==> src/rtl/qick_xcom_rx.sv <==
//------------------------------------------------------------------------------
// qick_xcom_rx
//
// Single-channel XCOM link receiver. Recovers {op, id, data} frames from the
// ck/dt pair driven by a remote board's XCOM transmitter. Every transition of
// the remote ck (rising or falling) carries one bit, sampled from dt.
//
// Frame, MSB first: start bit (1), 8 header bits {op[3:0], id[3:0]}, then a
// payload whose length is chosen by op[1:0]: 00->0, 01->8, 10->16, 11->32.
//
// Ports
//   x_clk_i    link clock, all logic on its rising edge
//   x_rst_ni   asynchronous active-low reset
//   rx_en_i    receiver enable (synchronous to x_clk_i)
//   rx_ck_i    remote link clock (asynchronous)
//   rx_dt_i    remote link data (asynchronous)
//   rx_vld_o   one-cycle pulse, frame complete (op/id/dt valid from this cycle)
//   rx_op_o    received opcode, held until the next complete frame
//   rx_id_o    sender board id, held until the next complete frame
//   rx_dt_o    payload, right-aligned and zero-extended
//   rx_err_o   one-cycle pulse, frame aborted by inter-bit timeout
//   rx_busy_o  high while in HEADER or DATA
//   frm_cnt_o  count of good frames, wraps 255->0
//
// Handshake: there is no back-pressure. rx_vld_o is a single-cycle strobe and
// the consumer must take rx_op_o/rx_id_o/rx_dt_o in that cycle or later, before
// the next strobe; the values stay stable between strobes.
//------------------------------------------------------------------------------
`timescale 1ns/1ps

module qick_xcom_rx #(
   parameter int TOUT    = 255,  // inter-bit timeout in x_clk cycles (8..65535)
   parameter int SYNC_FF = 2     // synchronizer depth, 2 or 3
) (
   input  logic        x_clk_i,
   input  logic        x_rst_ni,
   input  logic        rx_en_i,
   input  logic        rx_ck_i,
   input  logic        rx_dt_i,
   output logic        rx_vld_o,
   output logic [3:0]  rx_op_o,
   output logic [3:0]  rx_id_o,
   output logic [31:0] rx_dt_o,
   output logic        rx_err_o,
   output logic        rx_busy_o,
   output logic [7:0]  frm_cnt_o
);

   localparam int TW = $clog2(TOUT + 1);
   // The counter reads i in the i-th cycle after an edge cycle, so seeing
   // TOUT-2 here means the count reaches TOUT-1 in the cycle the error shows.
   localparam logic [TW-1:0] TOUT_FIRE = TW'(TOUT - 2);

   typedef enum logic [1:0] {
      ST_IDLE   = 2'd0,
      ST_HEADER = 2'd1,
      ST_DATA   = 2'd2,
      ST_DONE   = 2'd3
   } state_t;

   state_t               state_q, state_d;
   logic [SYNC_FF-1:0]   ck_sync_q, ck_sync_d;
   logic [SYNC_FF-1:0]   dt_sync_q, dt_sync_d;
   logic                 ck_q, ck_d;
   logic [7:0]           hdr_q, hdr_d;
   logic [31:0]          sh_q, sh_d;
   logic [5:0]           bit_cnt_q, bit_cnt_d;
   logic [TW-1:0]        tout_q, tout_d;
   logic                 vld_q, vld_d;
   logic                 err_q, err_d;
   logic [3:0]           op_q, op_d;
   logic [3:0]           id_q, id_d;
   logic [31:0]          dat_q, dat_d;
   logic [7:0]           cnt_q, cnt_d;

   logic                 ck_s;
   logic                 rx_bit;
   logic                 rx_edge;
   logic                 frame_end;
   logic [5:0]           last_bit;

   assign ck_s    = ck_sync_q[SYNC_FF-1];
   assign rx_bit  = dt_sync_q[SYNC_FF-1];
   assign rx_edge = ck_s ^ ck_q;

   // Index of the final payload bit, from the latched header's op[1:0].
   always_comb begin
      case (hdr_q[5:4])
         2'b01:   last_bit = 6'd7;
         2'b10:   last_bit = 6'd15;
         default: last_bit = 6'd31;
      endcase
   end

   always_comb begin
      // Synchronizers run regardless of enable so that re-enabling never
      // sees a stale ck level as a false edge.
      ck_sync_d = {ck_sync_q[SYNC_FF-2:0], rx_ck_i};
      dt_sync_d = {dt_sync_q[SYNC_FF-2:0], rx_dt_i};
      ck_d      = ck_s;

      state_d   = state_q;
      hdr_d     = hdr_q;
      sh_d      = sh_q;
      bit_cnt_d = bit_cnt_q;
      tout_d    = tout_q;
      vld_d     = 1'b0;
      err_d     = 1'b0;
      op_d      = op_q;
      id_d      = id_q;
      dat_d     = dat_q;
      cnt_d     = cnt_q;
      frame_end = 1'b0;

      if (!rx_en_i) begin
         // Silent abort: no error pulse, edges ignored.
         state_d = ST_IDLE;
         tout_d  = '0;
      end else begin
         case (state_q)
            ST_IDLE: begin
               tout_d = '0;
               if (rx_edge && rx_bit) begin
                  state_d   = ST_HEADER;
                  bit_cnt_d = 6'd0;
                  hdr_d     = 8'd0;
                  sh_d      = 32'd0;
               end
            end

            ST_HEADER, ST_DATA: begin
               if (rx_edge) begin
                  tout_d    = TW'(1);
                  bit_cnt_d = bit_cnt_q + 6'd1;
                  if (state_q == ST_HEADER) begin
                     hdr_d = {hdr_q[6:0], rx_bit};
                     if (bit_cnt_q == 6'd7) begin
                        bit_cnt_d = 6'd0;
                        if (hdr_d[5:4] == 2'b00) begin
                           state_d   = ST_DONE;
                           frame_end = 1'b1;
                        end else begin
                           state_d = ST_DATA;
                        end
                     end
                  end else begin
                     sh_d = {sh_q[30:0], rx_bit};
                     if (bit_cnt_q == last_bit) begin
                        state_d   = ST_DONE;
                        frame_end = 1'b1;
                     end
                  end
               end else if (tout_q == TOUT_FIRE) begin
                  state_d = ST_IDLE;
                  err_d   = 1'b1;
                  tout_d  = '0;
               end else begin
                  tout_d = tout_q + TW'(1);
               end
            end

            // Edges landing here are dropped; the transmitter leaves a full
            // idle bit period between frames.
            ST_DONE: begin
               state_d = ST_IDLE;
               tout_d  = '0;
            end

            default: begin
               state_d = ST_IDLE;
               tout_d  = '0;
            end
         endcase
      end

      // Outputs load with the strobe so they are valid in the DONE cycle.
      // The shift register was cleared on HEADER entry, so short payloads
      // come out zero-extended.
      if (frame_end) begin
         vld_d = 1'b1;
         op_d  = hdr_d[7:4];
         id_d  = hdr_d[3:0];
         dat_d = sh_d;
         cnt_d = cnt_q + 8'd1;
      end
   end

   always_ff @(posedge x_clk_i or negedge x_rst_ni) begin
      if (!x_rst_ni) begin
         state_q   <= ST_IDLE;
         ck_sync_q <= '0;
         dt_sync_q <= '0;
         ck_q      <= 1'b0;
         hdr_q     <= 8'd0;
         sh_q      <= 32'd0;
         bit_cnt_q <= 6'd0;
         tout_q    <= '0;
         vld_q     <= 1'b0;
         err_q     <= 1'b0;
         op_q      <= 4'd0;
         id_q      <= 4'd0;
         dat_q     <= 32'd0;
         cnt_q     <= 8'd0;
      end else begin
         state_q   <= state_d;
         ck_sync_q <= ck_sync_d;
         dt_sync_q <= dt_sync_d;
         ck_q      <= ck_d;
         hdr_q     <= hdr_d;
         sh_q      <= sh_d;
         bit_cnt_q <= bit_cnt_d;
         tout_q    <= tout_d;
         vld_q     <= vld_d;
         err_q     <= err_d;
         op_q      <= op_d;
         id_q      <= id_d;
         dat_q     <= dat_d;
         cnt_q     <= cnt_d;
      end
   end

   assign rx_vld_o  = vld_q;
   assign rx_err_o  = err_q;
   assign rx_op_o   = op_q;
   assign rx_id_o   = id_q;
   assign rx_dt_o   = dat_q;
   assign frm_cnt_o = cnt_q;
   assign rx_busy_o = (state_q == ST_HEADER) || (state_q == ST_DATA);

endmodule
==> config.mk <==
export PLATFORM = sky130hd
export DESIGN_NAME = qick_xcom_rx
export DESIGN_NICKNAME = d
export VERILOG_FILES = /design/src/rtl/qick_xcom_rx.sv
export SDC_FILE = /design/constraint.sdc
export NUM_CORES = 1
export LEC_CHECK = 0
export CORE_UTILIZATION = 30
export DETAILED_ROUTE_END_ITERATION = 10
export SKIP_LAST_GASP = 1
export SYNTH_ARGS = -nofsm -noshare
export SYNTH_HDL_FRONTEND = slang
export SYNTH_SLANG_ARGS = --single-unit
==> constraint.sdc <==
create_clock -name x_clk_i -period 2.4 [get_ports x_clk_i]
set_input_delay 0.48 -clock x_clk_i [delete_from_list [all_inputs] [get_ports x_clk_i]]
set_output_delay 0.48 -clock x_clk_i [all_outputs]
set_load 0.03 [all_outputs]
==> metrics.md <==
| Metric | Value |
|---|---|
| Outcome | complete, no violations |
| Row cnt | 46 |
| Core Area | 0.0159 mm² |
| Hold Worst Slack | 0.0783 ns |
| Post-synthesis register bit count | 111 |
| Skew-Pair Late Insertion Delay | 0.36 ns |
| CTS Hold Buffers Added | 0 |
| Crit. End Element | register |
| Share of layout cells above drive strength 1 | 22.2% |
| Vias per Instance | 4.96 |
| Worst EP arrival | 2.62 ns |
| Syn avg cell area | 12.5 µm² |
| GRT met1 Usage | 18.8% |
| Antenna cells | 0 |
| Worst-path maximum fanout | 10 |
| Total wire length | 11,000 µm |
| VDD IR max | 0.000442 V |
| Cells after synthesis | 392 |
| Die area | 0.0169 mm² |
| Final core occ | 40.2% |
| Worst reg-to-reg setup slack | 0.03 ns |
| Slowest cell on crit path | or4_4 |
| # setup viols final | 0 |
| Final Wtd Congestion | 0.871 |
| Reg-to-Reg End | rx_dt_o[4] |
| Clock sink count | 111 |
| Synth Warn # | 0 |
| First-pass detailed-route iteration total | 4 |
| ANT nets after route | 0 |
| DR vias | 3,420 |
| FF-to-FF Start | hdr_q[5] |
| Worst Hold Class | in -> async |
| Worst Path Class, Setup | reg -> reg |
| Post-DP HPWL | 7220 µm |
| Worst EP required | 2.65 ns |
| Vias in the first global route | 3,476 |
| Post-synthesis sequential area ratio | 56.5% |
| DRC violations left | 0 |
| GRT Max-Usage Layer | met2 |
| CTS tree | yes |
| FF-to-FF path depth | 8 |
| Register area | 0.00278 mm² |
| Initial core utilization | 30.8% |
| Port Buf Inserts | 55 |
| Most used DFF post-synth | dfrtp_1 |
| Synth cell count leaders | 111 x dfrtp_1, 38 x o2bb2ai_1, 32 x a22oi_1, 31 x mux2_2, 19 x clkbuf_1 |
| Avg WL per Cell | 15.9 µm |
| Synth top area cells | dfrtp_1 57%, mux2_2 7.1%, o2bb2ai_1 6.8% |
| Top-count cell post-synth | dfrtp_1 |
| Fmax | 422 MHz |
| Root buf cell | clkbuf_16 |
| Max_cap viols | 0 |
| Routing usage on met3 | 3.73% |
| Slew @ Worst Pin | 0.616 ns |
| Height of the die | 130 µm |
| Initial antenna violation count | 0 |
| Post-Syn Nets | 405 |
| Pwr Density | 746 mW/mm² |
| Netlist Area Pre-Place | 0.00491 mm² |
| Area Growth Syn to Fin | 30.5% |
| EDFF count, synth | 0 |
| Yosys cell types | 48 |
| Min cycle time layout | 2.37 ns |
| Final period util | 98.8% |
| Async set-reset flop share out of synthesis | 100% |
| Top-area cell type share of the netlist area | 56.5% |
| Crit-path max cell delay | 0.51 ns |
| Critical path's top delay family | simple AND/OR/NAND/NOR gates |
| Clock skew | 0.00612 ns |
| Nets@finish | 482 |
| CP bufs+invs | 3 |
| Detailed Route Iter0 Violations | 235 |
| GR Util met2 | 21.7% |
| Slew Limit Fails | 0 |
| Fillers | 1,520 |
| GR Util All Layers | 14.0% |
| Num CTS Buffers | 9 |
| Lkg Pwr | 2.75 nW |
| Crit path cell chain | inv_2, ha_4, xor2_2, or4_4, a211oi_4, buf_6, clkbuf_16, mux2_2 |
| I/O pins | 56 |
| Clock Tree Buf Depth | 2 |
| Fin. Hold Viols | 0 |
| H-tree depth | 3 |
| Cell taking the most area after synthesis | dfrtp_1 |
| Crit path launch type | register |
| Placed Area | 0.00592 mm² |
| First-pass GRT wire length | 18,100 µm |
| Design Area, Final | 0.00641 mm² |
| Relative slew slack | 58.6% |
| RSZ-0062 raised after global routing | yes |
| Reg clk slew, reported paths | 0.07 ns |
| Largest net degree at the start of global routing | 57 |
| GR Overflow Total | 0 |
| Die Width | 130 µm |
| Multi-input logic area | 0.00203 mm² |
## what timing repair did
item                                    CTS  global route
endpoints found under the hold margin     0             0
setup buffers                             1             4
pin swaps                                 0             0
resized for setup                         4             7
endpoints found under the setup margin   42            41
gates cloned                              1             2
## worst max-delay path by stage
stage                   to     start  slack [ns]  depth (start not counted)
6_report        rx_dt_o[4]  hdr_q[5]        0.03                          8
3_5_place_dp   rx_dt_o[29]  hdr_q[5]       -0.04                          7
3_3_place_gp   rx_dt_o[17]   rx_en_i        0.01                          6
2_1_floorplan   rx_dt_o[0]  hdr_q[4]       -0.06                          7
5_1_grt         rx_dt_o[7]  hdr_q[5]       -0.04                          8
4_1_cts        rx_dt_o[16]  hdr_q[5]      -0.003                          8
## metal layers
layer  vias up  wire [µm]
met2        66       5190
met5         -          0
met4         0        134
met3        10        542
met1      1727       5110
li1       1617          -
## sequential cells by signal (all words and copies together) (netlist names)
register	count
rx_op_o	4
rx_err_o	1
rx_id_o	4
ck_q	1
rx_dt_o	32
tout_q	8
hdr_q	8
bit_cnt_q	6
dt_sync_q	2
sh_q	32
rx_vld_o	1
frm_cnt_o	8
state_q	2
ck_sync_q	2
## cell type report
cell class / instances / area share, %
clock inverters: 7 / 1.72
multi-input cells: 246 / 31.7
inverters: 8 / 0.468
repair buffers: 93 / 15.1
well taps: 216 / 4.21
clock buffers: 9 / 3.51
flip-flops and latches: 111 / 43.3
## report_power, final
part,internal [W],total [W],switching [W]
clock network,0.000934,0.00164,0.000703
logic,0.000396,0.00105,0.000658
registers,0.00198,0.00209,0.000114
## per-stage QoR
stage / setup slack [ns] / std cells / total power, W / TNS (ns)
2_1_floorplan: -0.0637 / 392 / 0.00274 / -2.21
5_1_grt: -0.0350 / 690 / 0.00505 / -0.463
3_5_place_dp: -0.0415 / 666 / 0.00316 / -0.911
6_report: 0.0294 / 690 / 0.00478 / 0
4_1_cts: -0.00291 / 684 / 0.00482 / -0.00329
3_3_place_gp: 0.00976 / 666 / 0.00314 / 0
## cells by family after synthesis
family	after synthesis	synth area share, %
AOI/OAI and AO/OA	107	17.2
xor gates and xnor gates	17	3.03
adders and majority gates	8	2.04
buffers and inverters	35	3.36
DFF	111	56.5
muxes	43	10.2
and+or+nand+nor	71	7.66
## cells in the final DEF, fill, tap and decap left out, types with 6 or more instances in the layout
master / synthesis / layout
nand3_1: 9 / 9
buf_4: 0 / 28
buf_12: 0 / 6
a22oi_1: 32 / 32
o2bb2ai_1: 38 / 38
clkdlybuf4s50_1: 0 / 53
a31oi_1: 6 / 6
o21ai_0: 7 / 7
xor2_1: 12 / 11
nor2b_1: 9 / 9
nor2_1: 12 / 12
ha_1: 8 / 6
mux2_2: 31 / 31
mux2_4: 6 / 6
clkbuf_16: 0 / 11
inv_1: 8 / 7
nand2_1: 16 / 16
dfrtp_1: 111 / 111
(Power assumes the default switching activity.)
